File: src/rtl/adder_pkg.sv
// Shared types for the add/subtract datapath: operation select and
// operand-B conditioning for subtraction.
package adder_pkg;

    typedef enum logic {
        OP_ADD = 1'b0,
        OP_SUB = 1'b1
    } op_t;

    // Subtraction is A + ~B + 1, so B is inverted and the carry forced high.
    function automatic logic eff_carry_in(input op_t op, input logic carry_in);
        return (op == OP_SUB) ? 1'b1 : carry_in;
    endfunction

endpackage

File: src/rtl/adder_nbit.sv
// Combinational N-bit ripple adder; also exposes the carry into its MSB so
// callers can derive signed overflow.
module adder_nbit #(
    parameter int BIT_WIDTH = 4
) (
    input  logic [BIT_WIDTH-1:0] a,
    input  logic [BIT_WIDTH-1:0] b,
    input  logic                 carry_in,
    output logic [BIT_WIDTH-1:0] sum,
    output logic                 carry_out,
    output logic                 msb_carry_in
);

    logic [BIT_WIDTH:0] full;

    assign full         = {1'b0, a} + {1'b0, b} + {{BIT_WIDTH{1'b0}}, carry_in};
    assign sum          = full[BIT_WIDTH-1:0];
    assign carry_out    = full[BIT_WIDTH];
    // sum bit = a ^ b ^ cin, so the carry into the MSB falls out directly.
    assign msb_carry_in = sum[BIT_WIDTH-1] ^ a[BIT_WIDTH-1] ^ b[BIT_WIDTH-1];

endmodule

File: src/rtl/adder_pipelined_nbit.sv
// Pipelined add/subtract: one CHUNK-wide slice of the carry chain is resolved
// per stage, with a global stall driven by the output handshake.
module adder_pipelined_nbit
    import adder_pkg::*;
#(
    parameter int BIT_WIDTH  = 16,
    parameter int NUM_STAGES = 4
) (
    input  logic                 clk,
    input  logic                 n_rst,
    input  logic                 in_valid,
    output logic                 in_ready,
    input  logic [BIT_WIDTH-1:0] a,
    input  logic [BIT_WIDTH-1:0] b,
    input  logic                 carry_in,
    input  op_t                  mode,
    output logic                 out_valid,
    input  logic                 out_ready,
    output logic [BIT_WIDTH-1:0] sum,
    output logic                 carry_out,
    output logic                 overflow
);

    localparam int STAGES = (NUM_STAGES < 1) ? 1 : NUM_STAGES;
    localparam int CHUNK  = BIT_WIDTH / STAGES;

    if ((NUM_STAGES < 1) || (BIT_WIDTH % STAGES != 0)) begin : g_param_check
        $error("adder_pipelined_nbit: BIT_WIDTH must be a multiple of NUM_STAGES >= 1");
    end

    logic                 advance;
    logic [BIT_WIDTH-1:0] b_eff;
    logic                 cin_eff;

    // Whole pipeline moves together; nothing advances while the output is blocked.
    assign in_ready = out_ready || !out_valid;
    assign advance  = in_ready;
    assign b_eff    = (mode == OP_SUB) ? ~b : b;
    assign cin_eff  = eff_carry_in(mode, carry_in);

    genvar gi;
    for (gi = 0; gi < STAGES; gi++) begin : g_stage
        localparam int LO = gi * CHUNK;
        localparam int HI = (gi + 1) * CHUNK;

        logic             vld_reg;
        logic             cy_reg;
        logic [HI-1:0]    sum_reg;
        logic             vld_src;
        logic             cin_chunk;
        logic [CHUNK-1:0] a_chunk;
        logic [CHUNK-1:0] b_chunk;
        logic [CHUNK-1:0] chunk_sum;
        logic             chunk_cout;
        logic             chunk_msb_cin;
        logic [HI-1:0]    sum_next;

        if (gi == 0) begin : g_src
            assign vld_src   = in_valid;
            assign a_chunk   = a[CHUNK-1:0];
            assign b_chunk   = b_eff[CHUNK-1:0];
            assign cin_chunk = cin_eff;
            assign sum_next  = chunk_sum;
        end else begin : g_src
            assign vld_src   = g_stage[gi-1].vld_reg;
            assign a_chunk   = g_stage[gi-1].g_skew.a_reg[LO +: CHUNK];
            assign b_chunk   = g_stage[gi-1].g_skew.b_reg[LO +: CHUNK];
            assign cin_chunk = g_stage[gi-1].cy_reg;
            assign sum_next  = {chunk_sum, g_stage[gi-1].sum_reg};
        end

        adder_nbit #(.BIT_WIDTH(CHUNK)) u_chunk_add (
            .a            (a_chunk),
            .b            (b_chunk),
            .carry_in     (cin_chunk),
            .sum          (chunk_sum),
            .carry_out    (chunk_cout),
            .msb_carry_in (chunk_msb_cin)
        );

        always_ff @(posedge clk or negedge n_rst) begin
            if (!n_rst) begin
                vld_reg <= 1'b0;
                cy_reg  <= 1'b0;
                sum_reg <= '0;
            end else if (advance) begin
                vld_reg <= vld_src;
                cy_reg  <= chunk_cout;
                sum_reg <= sum_next;
            end
        end

        if (gi < STAGES - 1) begin : g_skew
            // Only the chunks still waiting for their turn are carried forward.
            logic [BIT_WIDTH-1:HI] a_reg;
            logic [BIT_WIDTH-1:HI] b_reg;
            logic [BIT_WIDTH-1:HI] a_up;
            logic [BIT_WIDTH-1:HI] b_up;

            if (gi == 0) begin : g_up
                assign a_up = a[BIT_WIDTH-1:HI];
                assign b_up = b_eff[BIT_WIDTH-1:HI];
            end else begin : g_up
                assign a_up = g_stage[gi-1].g_skew.a_reg[BIT_WIDTH-1:HI];
                assign b_up = g_stage[gi-1].g_skew.b_reg[BIT_WIDTH-1:HI];
            end

            always_ff @(posedge clk or negedge n_rst) begin
                if (!n_rst) begin
                    a_reg <= '0;
                    b_reg <= '0;
                end else if (advance) begin
                    a_reg <= a_up;
                    b_reg <= b_up;
                end
            end
        end else begin : g_last
            logic msb_cin_reg;

            always_ff @(posedge clk or negedge n_rst) begin
                if (!n_rst) begin
                    msb_cin_reg <= 1'b0;
                end else if (advance) begin
                    msb_cin_reg <= chunk_msb_cin;
                end
            end
        end
    end

    assign out_valid = g_stage[STAGES-1].vld_reg;
    assign sum       = g_stage[STAGES-1].sum_reg;
    assign carry_out = g_stage[STAGES-1].cy_reg;
    assign overflow  = g_stage[STAGES-1].g_last.msb_cin_reg ^ g_stage[STAGES-1].cy_reg;

    a_operands_known: assert property (
        @(posedge clk) disable iff (!n_rst)
        in_valid |-> !$isunknown({a, b, mode})
    );

    a_valid_held_in_stall: assert property (
        @(posedge clk) disable iff (!n_rst)
        (out_valid && !out_ready) |=> out_valid
    );

endmodule

File: config.mk
export PLATFORM = sky130hd
export DESIGN_NAME = adder_pipelined_nbit
export DESIGN_NICKNAME = d
export VERILOG_FILES = /design/src/rtl/adder_pkg.sv /design/src/rtl/adder_nbit.sv /design/src/rtl/adder_pipelined_nbit.sv
export SDC_FILE = /design/constraint.sdc
export NUM_CORES = 1
export LEC_CHECK = 0
export ABC_CLOCK_PERIOD_IN_PS = 1600
export BUFFER_PORTS_ARGS = -buffer_cell sky130_fd_sc_hd__buf_2
export CAP_MARGIN = 40
export CELL_PAD_IN_SITES_DETAIL_PLACEMENT = 0
export CELL_PAD_IN_SITES_GLOBAL_PLACEMENT = 1
export CORE_MARGIN = 2
export CORE_UTILIZATION = 43
export DETAILED_ROUTE_END_ITERATION = 8
export GPL_ROUTABILITY_DRIVEN = 0
export PLACE_DENSITY_LB_ADDON = 0.2
export SETUP_SLACK_MARGIN = 0.2
export SYNTH_ARGS = -nofsm -noshare
export SYNTH_HDL_FRONTEND = slang
export SYNTH_HIERARCHICAL = 1
export SYNTH_SLANG_ARGS = --single-unit
File: constraint.sdc
create_clock -name clk -period 1.6 [get_ports clk]
set_input_delay 0.08 -clock clk [delete_from_list [all_inputs] [get_ports clk]]
set_output_delay 0.08 -clock clk [all_outputs]
set_load 0.01 [all_outputs]
==> results.py, run 1 <==
metrics = {
    "power": {
        "power.leakage_uw": 0.00259,
        "ir_worst_vdd_mv": 0.779,
        "total_power_uw": 10400,
        "pwr_density_cell_mw_per_mm2": 1900,
    },
    "route": {
        "drt.antenna.violating_nets": 0,
        "wl_met2_um": 3430,
        "initialDrtViolationCount": 63,
        "wl_per_cell_um": 13.7,
        "wirelength_um": 7220,
        "first_pass_iters": 4,
        "wl_met3_um": 280,
        "drt-vias-per-instance": 4.66,
        "wl_met1_um": 3390,
        "top_layer": "met4",
        "num_vias": 2455,
        "drc": 0,
    },
    "finish": {
        "nets": 445,
        "final_cell_mix": "dfrtp_1 (97), mux2_2 (66), buf_2 (56)",
        "drive_gt1_share_pct": 54.7,
        "area_growth_pct": 22.4,
        "final_util_pct": 53.6,
        "final_common_cell": "dfrtp_1",
        "antenna-diode-count": 0,
    },
    "sta": {
        "worst_pin_slew_ps": 481,
        "fin_ws_ps": -96.5,
        "maxSlewViolCount": 0,
        "min_period_ps": 1700,
        "fmax_ghz": 0.589,
        "rsz0062_at_grt": "true",
        "fin_worst_skew_ps": 10.9,
        "tns_ps": -325,
        "finalSetupViolations": 8,
        "fin_crit_sh_pct": 106,
        "max_slew_margin_pct": 67.9,
        "hold_viol": 0,
    },
    "floorplanning": {
        "coreArea_mm2": 0.0102,
        "rows": 37,
        "die_y_um": 106,
        "fp.dieW_um": 106,
        "ios": 58,
        "die_area_mm2": 0.0112,
        "start_util_pct": 43.7,
    },
    "clock_network": {
        "clk_latency_ps": 360,
        "clk_pin_slew_ps": 90,
        "cts_tree": "built",
        "cts_root_buffer": "clkbuf_8",
        "cts-buffers-inserted": 9,
        "cts_sinks": 97,
        "cts_buffer_depth": 2,
        "cts_max_level": 3,
    },
    "synthesis": {
        "syn_nets": 351,
        "ys_warn_count": 6,
        "syn_avg_cell_area_um2": 15.3,
        "synthCells": 293,
        "synth_area_mm2": 0.00448,
    },
    "critical_path": {
        "path_max_fanout": 2,
        "cp_cell_sequence": "fa_2 -> inv_2 -> fa_2 -> nor2b_1 -> o21ai_1 -> nand2b_1 -> mux2_4",
        "r2r_setup_slack_ps": -100,
        "critPathMaxStageDelay_ps": 410,
        "cp.arrival_ps": 1950,
        "critPathSlowestCell": "dfrtp_1",
        "crit_path_start_kind": "flip-flop",
        "cpMostUsedCell": "fa_2",
        "reg2reg_to": "g_stage[1].cy_reg$_DFFE_PN0P_",
        "crit_type": "flip-flop to flip-flop",
        "crit_required_ps": 1850,
        "reg2reg_from": "g_stage[0].g_skew.a_reg[4]$_DFFE_PN0P_",
        "reg2reg_depth": 7,
        "end_kind": "flip-flop",
        "cpLargestDelayFamily": "adder cells",
        "critical_path_buf_inv_count": 1,
    },
    "hold_path": {
        "holdPathStages": 3,
        "hold_path_end": "g_stage[0].g_skew.b_reg[15]$_DFFE_PN0P_",
        "worst_hold_path_type": "input pin to flip-flop",
        "hold_start": "b[15]",
    },
    "global_routing": {
        "grt_pass1_wl_um": 12500,
        "antenna_found_initial": 0,
        "grt_overflow_total": 0,
        "grt_max_degree": 50,
        "grt_usage_pct": 14.3,
        "grt_pass1_vias": 2565,
    },
    "outcome": {
        "outcome": "finished, violations left",
        "violations": "setup timing",
    },
    "placed_design": {
        "dp_hpwl_um": 4860,
        "pre_cts_ws_ps": -118,
        "port_buffers": 57,
    },
    "run": {
        "cap_viol_max_count": 0,
    },
}
==> stage by stage <==
step	instances	instance area, um2	hold WS, ps
after global routing	527	5480	121
after CTS	516	5350	103
after floorplan	293	4530	-216
after detailed placement	485	5000	77.0
final	527	5480	119
after global placement	485	5000	72.7
==> what timing repair did <==
item                                    in CTS  in global routing
hold buffers                                14                  0
buffers inserted                             2                 11
gates resized for setup                      9                 12
pin swaps                                    5                  7
endpoints found under the setup margin      14                 38
endpoints found under the hold margin       43                  0
==> layer usage <==
layer,global-route usage [%],up-vias
met2,21.8,43
met1,19.7,1223
met3,3.37,11
met4,6.20,0
li1,-,1178
met5,0,-
==> worst reg2reg max path, delay by kind of cell, from the launching register on <==
| kind | cells | cell delay, ps |
|---|---|---|
| adders and majority gates | 2 | 610 |
| DFF | 1 | 410 |
| muxes | 1 | 250 |
| AOI/OAI and AO/OA | 1 | 130 |
| and+or+nand+nor | 2 | 120 |
| buffers and inverters | 1 | 60 |
==> layout make-up <==
type / instances / area, um2
Sequential cell: 97 / 2430
Multi-Input combinational cell: 167 / 1980
Timing Repair Buffer: 96 / 681
Fill cell: 882 / 4750
Clock inverter: 3 / 17.5
Inverter: 16 / 60.1
Tap cell: 136 / 170
Clock buffer: 12 / 145
==> where the power goes <==
part | internal [uW] | total (uW) | switching (uW) | leakage (uW)
logic | 3030 | 4840 | 1810 | 0.00137
registers | 3570 | 4190 | 617 | 0.00113
clock network | 596 | 1400 | 800 | 0.0000822
==> how the worst max path moves through the flow <==
stage                     cells past startpoint                                     from                            end
after floorplan                              10                                     mode  g_stage[0].cy_reg$_DFFE_PN0P_
after global placement                        9                                     mode  g_stage[0].cy_reg$_DFFE_PN0P_
after detailed placement                      9                                     mode  g_stage[0].cy_reg$_DFFE_PN0P_
after CTS                                     7   g_stage[1].g_skew.a_reg[8]$_DFFE_PN0P_  g_stage[2].cy_reg$_DFFE_PN0P_
after global routing                          7  g_stage[2].g_skew.b_reg[12]$_DFFE_PN0P_          carry_out$_DFFE_PN0P_
final                                         7   g_stage[0].g_skew.a_reg[4]$_DFFE_PN0P_  g_stage[1].cy_reg$_DFFE_PN0P_
No activity file was read; power rests on OpenSTA's default activity.
==> inputs of run 2 (changes only) <==
Settings changed: CORE_MARGIN 2 to 10, PLACE_DENSITY_LB_ADDON 0.2 to 0.1.
==> run 2 against run 1 <==
The flow still finishes with violations (setup timing). Power is 8.4% higher. Cell area is 4.5% higher. Register-to-register slack got worse by 30 ps. Die area up 32%. Cell count up 0.19%. Non-clock buffer count unchanged. Combinational power increased by 11%. Highest routed layer unchanged.
==> results.py, run 2 (synthesis results as in run 1) <==
metrics = {
    "outcome": {
        "outcome": "finished, violations left",
        "violations": "setup timing",
    },
    "hold_path": {
        "worst_hold_path_type": "input pin to flip-flop",
    },
    "sta": {
        "fin_worst_skew_ps": 10.9,
        "worst_pin_slew_ps": 540,
        "fin_ws_ps": -122,
        "rsz0062_at_grt": "true",
        "fin_crit_sh_pct": 108,
        "hold_viol": 0,
        "max_slew_margin_pct": 64.0,
        "fmax_ghz": 0.581,
        "min_period_ps": 1720,
        "finalSetupViolations": 8,
        "maxSlewViolCount": 0,
    },
    "clock_network": {
        "clk_pin_slew_ps": 90,
        "clk_latency_ps": 360,
        "cts_tree": "built",
        "cts_sinks": 97,
        "cts_buffer_depth": 2,
        "cts-buffers-inserted": 9,
        "cts_root_buffer": "clkbuf_8",
        "cts_max_level": 3,
    },
    "critical_path": {
        "crit_type": "flip-flop to flip-flop",
        "reg2reg_from": "g_stage[1].cy_reg$_DFFE_PN0P_",
        "crit_required_ps": 1840,
        "path_max_fanout": 2,
        "startpoint": "g_stage[1].cy_reg$_DFFE_PN0P_",
        "reg2reg_to": "g_stage[2].sum_reg[10]$_DFFE_PN0P_",
        "endpoint": "g_stage[2].sum_reg[10]$_DFFE_PN0P_",
        "cp.arrival_ps": 1960,
        "r2r_setup_slack_ps": -120,
        "reg2reg_depth": 7,
        "end_kind": "flip-flop",
        "crit_path_start_kind": "flip-flop",
    },
    "global_routing": {
        "grt_usage_pct": 10.8,
        "grt_max_degree": 98,
        "grt_overflow_total": 0,
        "grt_pass1_vias": 2630,
        "grt_pass1_wl_um": 12900,
        "antenna_found_initial": 0,
    },
    "floorplanning": {
        "ios": 58,
        "rows": 37,
        "fp.dieW_um": 122,
        "coreArea_mm2": 0.0102,
        "die_area_mm2": 0.0149,
        "die_y_um": 122,
        "start_util_pct": 43.7,
    },
    "finish": {
        "drive_gt1_share_pct": 55.6,
        "final_cells": 528,
        "nets": 445,
        "final_common_cell": "dfrtp_1",
        "antenna-diode-count": 0,
        "area_growth_pct": 28.0,
        "final_cell_mix": "dfrtp_1 (96), buf_2 (56), mux2_4 (49)",
        "design_area_mm2": 0.00573,
    },
    "power": {
        "p_sw_uw": 3370,
        "p_int_uw": 7930,
        "clkPwrFrac_pct": 15.5,
        "pwr_density_cell_mw_per_mm2": 1970,
        "p_comb_share_pct": 47.3,
        "netSwitchingFraction_pct": 29.8,
        "power.leakage_uw": 0.00276,
        "seqPwrFrac_pct": 37.2,
        "ir_worst_vdd_mv": 0.806,
    },
    "route": {
        "num_vias": 2461,
        "wl_per_cell_um": 14.8,
        "drt.antenna.violating_nets": 0,
        "drc": 0,
        "first_pass_iters": 4,
        "wirelength_um": 7810,
        "drt-vias-per-instance": 4.66,
        "initialDrtViolationCount": 91,
    },
    "placed_design": {
        "pre_cts_ws_ps": -126,
        "placed_area_mm2": 0.00501,
        "dp.cells": 485,
        "dp_hpwl_um": 4980,
        "port_buffers": 57,
    },
    "run": {
        "cap_viol_max_count": 0,
    },
}
[run 2: cell types whose count changed in the layout (fill, tap and decap cells not counted), moves of 2 or more]
cell       previous run  this run
mux2_4               30        49
bufinv_16             0         2
mux2_2               66        47
buf_4                18        13
buf_16                0         4
[run 2: critical path, cell delays in order (launching register included)]
cell and delay [ps]:
dfrtp_1 390, fa_2 240, inv_2 40, fa_2 330, buf_4 140, buf_6 100, xnor2_1 110, mux2_4 250
[run 2: layer usage]
layer | vias to the layer above | wire length [um] | global-route usage, %
met2 | 42 | 3790 | 17.0
met3 | 11 | 342 | 3.01
li1 | 1173 | - | -
met4 | 0 | 137 | 5.14
met1 | 1235 | 3540 | 13.5
met5 | - | 0 | 0
[run 2: how the worst min path moves through the flow]
stage | endpoint | from | cells after the start | slack, ps
2_1_floorplan | carry_out$_DFFE_PN0P_ | n_rst | 0 | -220
4_1_cts | g_stage[0].g_skew.b_reg[6]$_DFFE_PN0P_ | b[6] | 3 | 90
3_3_place_gp | g_stage[2].sum_reg[9]$_DFFE_PN0P_ | n_rst | 2 | 180
3_5_place_dp | g_stage[2].sum_reg[9]$_DFFE_PN0P_ | n_rst | 2 | 190
6_report | g_stage[0].g_skew.b_reg[6]$_DFFE_PN0P_ | b[6] | 3 | 120
5_1_grt | g_stage[0].g_skew.b_reg[8]$_DFFE_PN0P_ | b[8] | 3 | 130
[run 2: per-stage QoR]
stage	utilization, %	total power (uW)	TNS (ps)	hold WS (ps)
finish	56.0	11300	-555	120
global route	56.0	12100	-1100	133
CTS	54.7	11000	-364	92.3
detailed placement	49.0	8600	-683	188
global placement	49.0	8490	-482	184
floorplan	-	7500	-467	-216
[run 2: layout make-up]
class                   count  area (um2)
fillers                   857        4500
flip-flops and latches     97        2430
multi-input cells         167        2060
repair buffers             96         791
well taps                 136         170
clock buffers              11         141
clock inverters             5        78.8
inverters                  16        60.1
[run 2: repair_timing]
| item | CTS | global route |
|---|---|---|
| gates resized for setup | 31 | 12 |
| cloned | 2 | 1 |
| buffers inserted | 4 | 6 |
| setup endpoints to repair | 14 | 64 |
| hold buffers | 14 | 0 |
| endpoints found under the hold margin | 110 | 0 |
| pin swaps | 7 | 11 |
[run 2: power groups by stage]
stage / clock network (uW) / registers [uW] / logic, uW
after global routing: 1900 / 4370 / 5860
final: 1750 / 4200 / 5350
after CTS: 1800 / 4230 / 4940
after floorplan: 0 / 4190 / 3310
after detailed placement: 0 / 4270 / 4330
after global placement: 0 / 4230 / 4260
==> inputs of run 3 (changes only) <==
Settings changed: ABC_CLOCK_PERIOD_IN_PS 1600 to 2000, CORE_UTILIZATION 43 to 50.
Clock period 1.6 ns to 2 ns, I/O delays scaled along.
==> run 3 against run 2 <==
Clock skew grew 1.5 ps. First-iteration DRC count shrank 3.3%. Clock power shrank 19%. Via count shrank 5.3%. The run now ends clean. Sequential power shrank 21%. Non-clock buffer count shrank 17. Cell area shrank 7.1%. Largest cell class unchanged. Setup slack gained 390 ps. Sequential share of layout area grew 3.2 points. Global-route usage grew 0.58 points.
==> results.py, run 3 (synthesis results as in run 1) <==
metrics = {
    "route": {
        "drt.antenna.violating_nets": 0,
        "wirelength_um": 7060,
        "first_pass_iters": 4,
        "num_vias": 2330,
        "drc": 0,
        "drt-vias-per-instance": 4.82,
        "initialDrtViolationCount": 88,
        "wl_per_cell_um": 14.6,
    },
    "finish": {
        "final_cell_mix": "dfrtp_1 (97), mux2_2 (78), buf_2 (56)",
        "drive_gt1_share_pct": 51.2,
        "final_common_cell": "dfrtp_1",
        "area_growth_pct": 18.9,
        "design_area_mm2": 0.00532,
        "nets": 428,
        "nFillCells": 715,
        "final_util_pct": 61.0,
        "antenna-diode-count": 0,
    },
    "sta": {
        "rsz0062_at_grt": "true",
        "fin_hold_ws_ps": 143,
        "fmax_ghz": 0.579,
        "fin_crit_sh_pct": 86.4,
        "tns_ps": 0,
        "hold_viol": 0,
        "finalSetupViolations": 0,
        "min_period_ps": 1730,
        "worst_pin_slew_ps": 401,
        "maxSlewViolCount": 0,
        "fin_worst_skew_ps": 12.4,
        "fin_ws_ps": 272,
        "max_slew_margin_pct": 73.2,
    },
    "critical_path": {
        "critPathSlowestCell": "dfrtp_1",
        "crit_required_ps": 2240,
        "reg2reg_to": "g_stage[1].cy_reg$_DFFE_PN0P_",
        "cpMostUsedCell": "fa_2",
        "cp_cell_sequence": "fa_2 -> inv_1 -> fa_2 -> nor2b_1 -> o21ai_0 -> nand2b_1 -> mux2_2",
        "critPathMaxStageDelay_ps": 410,
        "crit_type": "flip-flop to flip-flop",
        "crit_path_start_kind": "flip-flop",
        "cp.arrival_ps": 1970,
        "cpLargestDelayFamily": "adder cells",
        "critical_path_buf_inv_count": 1,
        "reg2reg_from": "g_stage[0].g_skew.a_reg[4]$_DFFE_PN0P_",
        "path_max_fanout": 2,
        "end_kind": "flip-flop",
        "startpoint": "g_stage[0].g_skew.a_reg[4]$_DFFE_PN0P_",
        "r2r_setup_slack_ps": 270,
        "reg2reg_depth": 7,
    },
    "global_routing": {
        "grt_pass1_vias": 2567,
        "grt_overflow_total": 0,
        "grt_pass1_wl_um": 12200,
        "grt_max_degree": 41,
        "antenna_found_initial": 0,
        "grt_usage_pct": 11.4,
    },
    "outcome": {
        "outcome": "finished clean",
    },
    "hold_path": {
        "hold_path_end": "g_stage[0].g_skew.b_reg[4]$_DFFE_PN0P_",
        "worst_hold_path_type": "input pin to flip-flop",
        "hold_start": "b[4]",
        "holdPathStages": 3,
    },
    "clock_network": {
        "clk_pin_slew_ps": 90,
        "cts-buffers-inserted": 9,
        "cts_buffer_depth": 2,
        "cts_max_level": 3,
        "clk_latency_ps": 350,
        "cts_tree": "built",
        "cts_sinks": 97,
        "cts_root_buffer": "clkbuf_8",
    },
    "power": {
        "ir_worst_vdd_mv": 0.562,
        "pwr_density_cell_mw_per_mm2": 1520,
        "power.leakage_uw": 0.00248,
    },
    "floorplanning": {
        "ios": 58,
        "die_y_um": 115,
        "die_area_mm2": 0.0131,
        "coreArea_mm2": 0.00872,
        "rows": 34,
        "start_util_pct": 51.3,
        "fp.dieW_um": 115,
    },
    "placed_design": {
        "port_buffers": 57,
        "pre_cts_ws_ps": 137,
        "placed_area_mm2": 0.00493,
        "dp_hpwl_um": 4990,
    },
    "run": {
        "cap_viol_max_count": 0,
    },
}
## run 3: cell types whose count changed in the layout (fill, tap and decap cells not counted), sizes merged
cell / before / now
clkinv: 3 / 2
clkinvlp: 0 / 1
buf: 80 / 65
bufbuf: 1 / 0
clkbuf: 12 / 11
## run 3: stage by stage
stage                     instances  power (uW)
final                           483        8070
after global routing            483        8720
after CTS                       483        8190
after detailed placement        452        6700
after global placement          452        6590
after floorplan                 293        5900
## run 3: what timing repair did
| action | in CTS | in global routing |
|---|---|---|
| resized for setup | 1 | 7 |
| hold endpoints to repair | 42 | 0 |
| setup buffers | 1 | 0 |
| endpoints found under the setup margin | 2 | 3 |
| hold buffers | 14 | 0 |
## run 3: routing by layer
layer | vias to the layer above | share of wire [%] | track usage, %
met5 | - | 0 | 0
met4 | 0 | 1.3 | 5.01
met3 | 8 | 4.9 | 2.99
met2 | 40 | 47 | 17.1
met1 | 1137 | 47 | 15.1
li1 | 1145 | - | -
## run 3: how the worst max path moves through the flow
stage                                        endpoint  slack [ps]  cells past startpoint
floorplan               g_stage[0].cy_reg$_DFFE_PN0P_         190                     10
global placement        g_stage[0].cy_reg$_DFFE_PN0P_         160                      9
detailed placement  g_stage[0].sum_reg[1]$_DFFE_PN0P_         140                      7
CTS                     g_stage[1].cy_reg$_DFFE_PN0P_         210                      7
global route            g_stage[1].cy_reg$_DFFE_PN0P_         180                      7
finish                  g_stage[1].cy_reg$_DFFE_PN0P_         270                      7
## run 3: worst register-to-register path, delay by kind of cell (launching register included)
family	cells	cell delay [ps]
adders and majority gates	2	600
DFF	1	410
muxes	1	260
AOI/OAI and AO/OA	1	160
and+or+nand+nor	2	130
buffers and inverters	1	80
## run 3: cell type report
| type | count | area [um2] | share of cell area (%) |
|---|---|---|---|
| Timing Repair Buffer | 79 | 551 | 10.3 |
| Sequential cell | 97 | 2430 | 45.6 |
| Multi-Input combinational cell | 167 | 1920 | 36.1 |
| Inverter | 16 | 60.1 | 1.13 |
| Tap cell | 108 | 135 | 2.54 |
| Clock buffer | 11 | 151 | 2.85 |
| Clock inverter | 5 | 77.6 | 1.46 |
## run 3: power breakdown
part / switching (uW) / internal (uW) / total (uW) / leakage [uW]
logic: 1320 / 2000 / 3320 / 0.00123
clock network: 651 / 769 / 1420 / 0.000115
registers: 474 / 2860 / 3330 / 0.00113
